File: src/rtl/hazard_track_pipe_if.sv
// hazard_track_pipe_if: ID-side decode/control inputs and EX/MEM/WB tracking outputs
interface hazard_track_pipe_if #(parameter int CNT_W = 16);
  logic [4:0] IDrs, IDrt, IDrd;
  logic IDRegDst, IDJal, IDRegWrite, IDMemRead;
  logic stall, flush, hold;
  logic [4:0] EXrs, EXrt, EXrd, MEMrd, WBrd;
  logic EXRegWrite, EXMemRead, MEMRegWrite, WBRegWrite;
  logic [CNT_W-1:0] stall_cnt, flush_cnt;
  modport master (
    output IDrs, IDrt, IDrd, IDRegDst, IDJal, IDRegWrite, IDMemRead, stall, flush, hold,
    input EXrs, EXrt, EXrd, EXRegWrite, EXMemRead, MEMrd, MEMRegWrite, WBrd, WBRegWrite,
    input stall_cnt, flush_cnt
  );
  modport slave (
    input IDrs, IDrt, IDrd, IDRegDst, IDJal, IDRegWrite, IDMemRead, stall, flush, hold,
    output EXrs, EXrt, EXrd, EXRegWrite, EXMemRead, MEMrd, MEMRegWrite, WBrd, WBRegWrite,
    output stall_cnt, flush_cnt
  );
endinterface

File: src/rtl/hazard_track_pipe.sv
// hazard_track_pipe: carries register indices and write/read flags ID->EX->MEM->WB for hazard detection
module hazard_track_pipe #(
  parameter int CNT_W = 16,
  parameter logic [4:0] RA_REG = 5'd31
) (
  input logic clk,
  input logic reset,
  hazard_track_pipe_if.slave bus
);
  logic [4:0] dest, ex_rs, ex_rt, ex_rd, mem_rd, wb_rd;
  logic wr, bubble, ex_wr, ex_mr, mem_wr, wb_wr;
  logic [CNT_W-1:0] stall_cnt, flush_cnt;
  // resolve destination in ID; writes to r0 are dropped before entering the pipe
  always_comb begin
    dest = bus.IDJal ? RA_REG : (bus.IDRegDst ? bus.IDrd : bus.IDrt);
    wr = bus.IDRegWrite && (dest != 5'd0);
    bubble = bus.stall || bus.flush;
  end
  // ID->EX register: hold freezes, stall/flush load an all-zero bubble
  always_ff @(posedge clk or posedge reset)
    if (reset) begin
      ex_rs <= '0;
      ex_rt <= '0;
      ex_rd <= '0;
      ex_wr <= 1'b0;
      ex_mr <= 1'b0;
    end else if (!bus.hold) begin
      ex_rs <= bubble ? 5'd0 : bus.IDrs;
      ex_rt <= bubble ? 5'd0 : bus.IDrt;
      ex_rd <= bubble ? 5'd0 : dest;
      ex_wr <= !bubble && wr;
      ex_mr <= !bubble && bus.IDMemRead;
    end
  // EX->MEM->WB shift, independent of stall/flush
  always_ff @(posedge clk or posedge reset)
    if (reset) begin
      mem_rd <= '0;
      mem_wr <= 1'b0;
      wb_rd <= '0;
      wb_wr <= 1'b0;
    end else if (!bus.hold) begin
      mem_rd <= ex_rd;
      mem_wr <= ex_wr;
      wb_rd <= mem_rd;
      wb_wr <= mem_wr;
    end
  // saturating bubble counters; a combined stall+flush counts only as a flush
  always_ff @(posedge clk or posedge reset)
    if (reset) begin
      stall_cnt <= '0;
      flush_cnt <= '0;
    end else if (!bus.hold) begin
      if (bus.flush && flush_cnt != '1) flush_cnt <= flush_cnt + CNT_W'(1);
      if (bus.stall && !bus.flush && stall_cnt != '1) stall_cnt <= stall_cnt + CNT_W'(1);
    end
  assign bus.EXrs = ex_rs;
  assign bus.EXrt = ex_rt;
  assign bus.EXrd = ex_rd;
  assign bus.EXRegWrite = ex_wr;
  assign bus.EXMemRead = ex_mr;
  assign bus.MEMrd = mem_rd;
  assign bus.MEMRegWrite = mem_wr;
  assign bus.WBrd = wb_rd;
  assign bus.WBRegWrite = wb_wr;
  assign bus.stall_cnt = stall_cnt;
  assign bus.flush_cnt = flush_cnt;
endmodule
File: src/flat_wrapper.sv
// flat-port wrapper written by rule: the top's interface ports become plain ports
module hazard_track_pipe_flat 
#(
  parameter int CNT_W = 16,
  parameter logic [4:0] RA_REG = 5'd31
)
  (clk, reset, bus_IDrs, bus_IDrt, bus_IDrd, bus_IDRegDst, bus_IDJal, bus_IDRegWrite, bus_IDMemRead, bus_stall, bus_flush, bus_hold, bus_EXrs, bus_EXrt, bus_EXrd, bus_EXRegWrite, bus_EXMemRead, bus_MEMrd, bus_MEMRegWrite, bus_WBrd, bus_WBRegWrite, bus_stall_cnt, bus_flush_cnt);
  hazard_track_pipe_if #(.CNT_W(CNT_W)) bus_i ();
  input logic clk;
  input logic reset;
  input wire logic [$bits(bus_i.IDrs)-1:0] bus_IDrs;
  input wire logic [$bits(bus_i.IDrt)-1:0] bus_IDrt;
  input wire logic [$bits(bus_i.IDrd)-1:0] bus_IDrd;
  input wire logic [$bits(bus_i.IDRegDst)-1:0] bus_IDRegDst;
  input wire logic [$bits(bus_i.IDJal)-1:0] bus_IDJal;
  input wire logic [$bits(bus_i.IDRegWrite)-1:0] bus_IDRegWrite;
  input wire logic [$bits(bus_i.IDMemRead)-1:0] bus_IDMemRead;
  input wire logic [$bits(bus_i.stall)-1:0] bus_stall;
  input wire logic [$bits(bus_i.flush)-1:0] bus_flush;
  input wire logic [$bits(bus_i.hold)-1:0] bus_hold;
  output wire logic [$bits(bus_i.EXrs)-1:0] bus_EXrs;
  output wire logic [$bits(bus_i.EXrt)-1:0] bus_EXrt;
  output wire logic [$bits(bus_i.EXrd)-1:0] bus_EXrd;
  output wire logic [$bits(bus_i.EXRegWrite)-1:0] bus_EXRegWrite;
  output wire logic [$bits(bus_i.EXMemRead)-1:0] bus_EXMemRead;
  output wire logic [$bits(bus_i.MEMrd)-1:0] bus_MEMrd;
  output wire logic [$bits(bus_i.MEMRegWrite)-1:0] bus_MEMRegWrite;
  output wire logic [$bits(bus_i.WBrd)-1:0] bus_WBrd;
  output wire logic [$bits(bus_i.WBRegWrite)-1:0] bus_WBRegWrite;
  output wire logic [$bits(bus_i.stall_cnt)-1:0] bus_stall_cnt;
  output wire logic [$bits(bus_i.flush_cnt)-1:0] bus_flush_cnt;
  assign bus_i.IDrs = bus_IDrs;
  assign bus_i.IDrt = bus_IDrt;
  assign bus_i.IDrd = bus_IDrd;
  assign bus_i.IDRegDst = bus_IDRegDst;
  assign bus_i.IDJal = bus_IDJal;
  assign bus_i.IDRegWrite = bus_IDRegWrite;
  assign bus_i.IDMemRead = bus_IDMemRead;
  assign bus_i.stall = bus_stall;
  assign bus_i.flush = bus_flush;
  assign bus_i.hold = bus_hold;
  assign bus_EXrs = bus_i.EXrs;
  assign bus_EXrt = bus_i.EXrt;
  assign bus_EXrd = bus_i.EXrd;
  assign bus_EXRegWrite = bus_i.EXRegWrite;
  assign bus_EXMemRead = bus_i.EXMemRead;
  assign bus_MEMrd = bus_i.MEMrd;
  assign bus_MEMRegWrite = bus_i.MEMRegWrite;
  assign bus_WBrd = bus_i.WBrd;
  assign bus_WBRegWrite = bus_i.WBRegWrite;
  assign bus_stall_cnt = bus_i.stall_cnt;
  assign bus_flush_cnt = bus_i.flush_cnt;
  hazard_track_pipe #(.CNT_W(CNT_W), .RA_REG(RA_REG)) u_core (.clk(clk), .reset(reset), .bus(bus_i));
endmodule
File: config.mk
export PLATFORM = sky130hd
export DESIGN_NAME = hazard_track_pipe_flat
export DESIGN_NICKNAME = d
export VERILOG_FILES = /design/src/rtl/hazard_track_pipe_if.sv /design/src/rtl/hazard_track_pipe.sv /design/src/flat_wrapper.sv
export SDC_FILE = /design/constraint.sdc
export NUM_CORES = 1
export LEC_CHECK = 0
export ABC_AREA = 1
export CORE_ASPECT_RATIO = 0.5
export CORE_UTILIZATION = 31
export CTS_CLUSTER_SIZE = 16
export DETAILED_ROUTE_END_ITERATION = 8
export HOLD_SLACK_MARGIN = 0.12
export PLACE_DENSITY = 0.6
export SYNTH_ARGS = -nofsm -noshare
export SYNTH_HDL_FRONTEND = slang
export SYNTH_SLANG_ARGS = --single-unit
File: constraint.sdc
create_clock -name clk -period 1.95 [get_ports clk]
set_input_delay 0.2925 -clock clk [delete_from_list [all_inputs] [get_ports clk]]
set_output_delay 0.2925 -clock clk [all_outputs]
set_load 0.01 [all_outputs]
# Yosys cells after proc, flatten, opt, wreduce, memory -nomap -nowiden
# Cells that the tools add are included.
# classes
add_sub_neg	2
n_eq_ne	2
n_mux	5
bitwise_logic	1
reduce_logical	12
# ops
cell	n
$add A16 B1 Y16 const B	2
$ne A16 B16 Y1 const B	2
$mux W5	5
$logic_and A1 B1 Y1	6
$reduce_bool A5 Y1	1
$reduce_and A2 Y1	2
$logic_not A1 Y1	2
$logic_or A1 B1 Y1	1
$not A1 Y1	1
# totals
register_bits	61
in_bits	24
out_inout_bits	61
wordCells	33

# Longest topological paths before layout
# Gate-level depths: netlist (run 1).
# logic_depth
word_depth	5
mapped_depth	9
mapped_depth_nobuf	9

# Worst setup path before layout (run 1)
# OpenSTA, ideal clock, no wires.
# synth_timing
path_kind	register -> register
from	register u_core.flush_cnt[0], in the netlist u_core.bus.flush_cnt[0]
to	register u_core.flush_cnt[3], in the netlist u_core.bus.flush_cnt[3]
setup_time_ns	0.116
arrival_time_ns	1.454
required_time_ns	1.834
setup_slack_ns	0.379
stages_incl_launch_ff	10
n_path_buf	1
synth_period_minus_slack_ns	1.571
path_cell_list	dfrtp_1 -> ha_1 -> nand3_2 -> nor2_4 -> nand4_4 -> nand2_4 -> inv_2 -> buf_6 -> nand2_1 -> nand2_1
# synth_between
elab_chain_cells	3
elab_cells_between_ends	4
# synth_lines
item	line	source
start, declared	hazard_track_pipe.sv:12	logic [CNT_W-1:0] stall_cnt, flush_cnt;
start signal, assigned	hazard_track_pipe.sv:53	if (bus.flush && flush_cnt != '1) flush_cnt <= flush_cnt + CNT_W'(1);
parallel branches: the longest is 3 deep, another holds $add A16 B1 Y16	n/a	
# Several ways; the timed one is not identified.
# A chain may end at the register's enable or synchronous reset.

# Worst setup path after layout (run 1)
# layout_timing
from	register u_core.stall_cnt[0], in the netlist u_core.bus.stall_cnt[0]
to	output bus_stall_cnt[0]
# layout_lines
item	line	source
start, declared	hazard_track_pipe.sv:12	
start signal, assigned	hazard_track_pipe.sv:54	if (bus.stall && !bus.flush && stall_cnt != '1) stall_cnt <= stall_cnt + CNT_W'(1);
end, declared	flat_wrapper.sv:30	output wire logic [$bits(bus_i.stall_cnt)-1:0] bus_stall_cnt;
# No word-level cell between the ends.

==> results of run 1 <==
==> metal layers <==
metal  share of wire, %  vias to the layer above  wire length, um  GRT usage [%]
li1                   -                     1498                -              -
met1                 50                     1312             3776          20.11
met2                 44                       57             3353          23.77
met3                4.4                        8              332          4.889
met4                1.1                        0               86          6.199
met5                  0                        -                0              0
==> area by class of cell <==
class                           count  area [um2]  share of cell area [%]
Clock buffer                       12       266.5                   5.908
Multi-Input combinational cell    310        1448                   32.09
Inverter                           36       135.1                   2.996
Sequential cell                    61        1526                   33.84
Clock inverter                      4       45.04                  0.9986
Timing Repair Buffer               93       920.9                   20.42
Tap cell                          135       168.9                   3.745
==> flip-flops by register name, indices dropped and copies added, names as in the netlist <==
name / cells
u_core.bus.flush_cnt: 16
u_core.bus.EXrt: 5
u_core.bus.EXrs: 5
u_core.bus.EXRegWrite: 1
u_core.bus.WBrd: 5
u_core.bus.EXMemRead: 1
u_core.bus.stall_cnt: 16
u_core.bus.EXrd: 5
u_core.bus.MEMrd: 5
u_core.bus.MEMRegWrite: 1
u_core.bus.WBRegWrite: 1
==> power groups by stage <==
| stage | logic [mW] | clock network, mW | registers, mW |
|---|---|---|---|
| after floorplan | 0.340 | 0 | 1.65 |
| after global placement | 0.858 | 0 | 1.61 |
| after detailed placement | 0.867 | 0 | 1.61 |
| after CTS | 0.869 | 1.67 | 1.59 |
| after global routing | 0.952 | 1.73 | 1.61 |
| final | 0.858 | 1.63 | 1.59 |
==> worst paths after layout <==
kind	startpoint	to	depth (start not counted)
min in group clk	u_core.bus.EXrt[0]	u_core.bus.EXrt[0]	2
setup / recovery	u_core.bus.stall_cnt[0]	bus_stall_cnt[0]	2
max in group asynchronous	reset	u_core.bus.EXMemRead	3
hold reg to reg	u_core.bus.EXrt[0]	u_core.bus.EXrt[0]	2
setup reg to reg	u_core.bus.flush_cnt[1]	u_core.bus.flush_cnt[14]	8
hold / removal	reset	u_core.bus.stall_cnt[1]	2
==> worst max-delay path: stages, from the launching register on <==
cell and delay (ns):
dfrtp_1 0.38, buf_4 0.16, clkdlybuf4s50_1 0.53
==> metrics by stage <==
| step | std cells | hold WS, ns | setup WS, ns | cell area, um2 | total power [mW] |
|---|---|---|---|---|---|
| after floorplan | 416 | 0.4021 | 0.1445 | 3163 | 1.993 |
| after global placement | 635 | 0.4622 | 0.2490 | 4199 | 2.469 |
| after detailed placement | 635 | 0.4683 | 0.2154 | 4199 | 2.474 |
| after CTS | 651 | 0.2561 | 0.2505 | 4511 | 4.133 |
| after global routing | 651 | 0.2883 | 0.1208 | 4511 | 4.292 |
| final | 651 | 0.2564 | 0.2641 | 4511 | 4.075 |
==> synth_stat cells <==
master	count	share of area (%)
buf_1	1	0.12
buf_6	2	0.71
nor2_2	2	0.40
nor2_4	2	0.71
o21bai_4	1	0.59
o22ai_1	1	0.20
nand2_1	186	22
dfrtp_1	61	48
nand3b_1	1	0.24
nor2_1	36	4.3
inv_2	1	0.12
xor2_1	5	1.4
nand4_1	9	1.8
nand3_2	1	0.32
o21ai_1	4	0.63
o21ai_2	2	0.55
a21oi_1	1	0.16
buf_4	1	0.24
nand2_4	1	0.36
inv_1	35	4.2
a22o_1	6	1.7
buf_2	1	0.16
nand3_1	19	3.0
nand2_2	1	0.20
clkbuf_1	4	0.47
xnor2_1	10	2.8
nand4_4	1	0.67
ha_1	2	0.79
o21ai_0	19	3.0
==> kinds of logic (layout without fill, tap and decap cells) <==
family | count (synthesis) | in the layout
xor+xnor | 15 | 15
simple gates | 259 | 259
buf+inv | 45 | 145
flops | 61 | 61
fa+ha+maj | 2 | 2
compound gates | 34 | 34
==> out/metrics.csv, run 1 <==
stage,metric,value,unit
timing,hold_violations,0,
power_and_ir_drop,clkPwrFrac,39.9,%
logic_synthesis,synth_area_per_cell,7.603,um2
global_route,grt_max_degree,37,
logic_synthesis,synth_compound_area_share,6.804,%
floorplan,die_h,73.43,um
routing,first_pass_iters,4,
setup_path,cp.arrival,1.39,ns
setup_path,worstPathMaxFanout,5,
layout,final_util,46.67,%
global_route,grt_util_all_layers,15.40,%
power_and_ir_drop,power.share.combinational,21.0,%
clock_network,htree_levels,3,
clock_network,cts.hold.buffers_added,0,
layout,final_nets,537,
place,place_hpwl,5688,um
timing,rsz0062_at_grt,no,
setup_path,critPathKind,flop to output pin,
floorplan,start_util,32.72,%
timing,max_freq,593.2,MHz
timing,min_period_over_period,86.45,%
power_and_ir_drop,intPower,2.965,mW
global_route,grt_pass1_vias,2596,
clock_network,clockRootBuffer,clkbuf_16,
logic_synthesis,syn_inst,416,
routing,drt_iter0_markers,144,
clock_network,clock_sinks,61,
logic_synthesis,syn-num-nets,442,
routing,postRouteAntennaNets,0,
place,place.gp.congestion,0.8378,
job,maxCapViolations,0,
layout,n_antenna_cell,0,
setup_path,required,1.66,ns
routing,wl_per_cell,11.59,um
setup_path,r2r_setup_slack,0.27,ns
logic_synthesis,ys_types,29,
logic_synthesis,yosysWarnings,0,
power_and_ir_drop,p_sw,1.110,mW
routing,routed_wl,7548,um
global_route,grt_pass1_wl,12410,um
floorplan,io_pins,85,
logic_synthesis,synth_xor_area_share,4.153,%
clock_network,cts_setup_buffers,0,
layout,drive_gt1_share,7.364,%
setup_path,start_kind,flop,
clock_network,clkTransAtPathRegs,0.05,ns
layout,final_common_cell,nand2_1,
logic_synthesis,synthSimpleGateAreaFrac,34.02,%
layout,syn2layout_area_growth,42.60,%
layout,most-common-layout-cells,"nand2_1 (186), clkdlybuf4s50_1 (84), dfrtp_1 (61)",
logic_synthesis,synth.area.mux_share,0,%
place,io_buffers,84,
timing,relSlewSlack,70.34,%
logic_synthesis,synth_top_family_by_area,simple AND/OR/NAND/NOR gates,
clock_network,cts_tree,done,
routing,drc_errors,0,
timing,slew_violations,0,
logic_synthesis,ys_ff_latch,61,
timing,tightest_slew,0.4444,ns
logic_synthesis,syn_area,0.003163,mm2
timing,fin_setup_tns,0,ns
clock_network,insertion_delay,0.32,ns
timing,skew,0.004381,ns
global_route,antenna_found_initial,0,
layout,fillers,966,
timing,setup_viol,0,
clock_network,cts_buffers,9,
floorplan,dieArea,0.01064,mm2
setup_path,worstSetupEndpointType,output pin,
power_and_ir_drop,ir_drop,0.0003836,V
outcome,outcome,completed,
floorplan,fp-row-count,25,
power_and_ir_drop,sw_frac_of_total,27.24,%
timing,period_needed,1.686,ns
power_and_ir_drop,pwr-share-seq,39.0,%
worst_hold_path,min_path_type,primary input to async pin,
power_and_ir_drop,leakage,2.051,nW
floorplan,core,0.009666,mm2
floorplan,die_w,144.9,um
logic_synthesis,yosysSeqAreaShare,48.26,%
global_route,grt_overflow,0,
routing,num_vias,2875,
power_and_ir_drop,power_density,903.5,mW/mm2
logic_synthesis,synth_fa_ha_area_share,0.7911,%
clock_network,ctsResizeCount,0,
routing,vias_per_cell,4.416,
clock_network,ctsLongestPathBuffers,2,
No activity file was read; power rests on OpenSTA's default activity.
==> inputs of run 2 (changes only) <==
Settings changed: GPL_ROUTABILITY_DRIVEN set to 0.
==> results of run 2 <==
The final DEF is identical to that of run 1; final timing and power are the same.
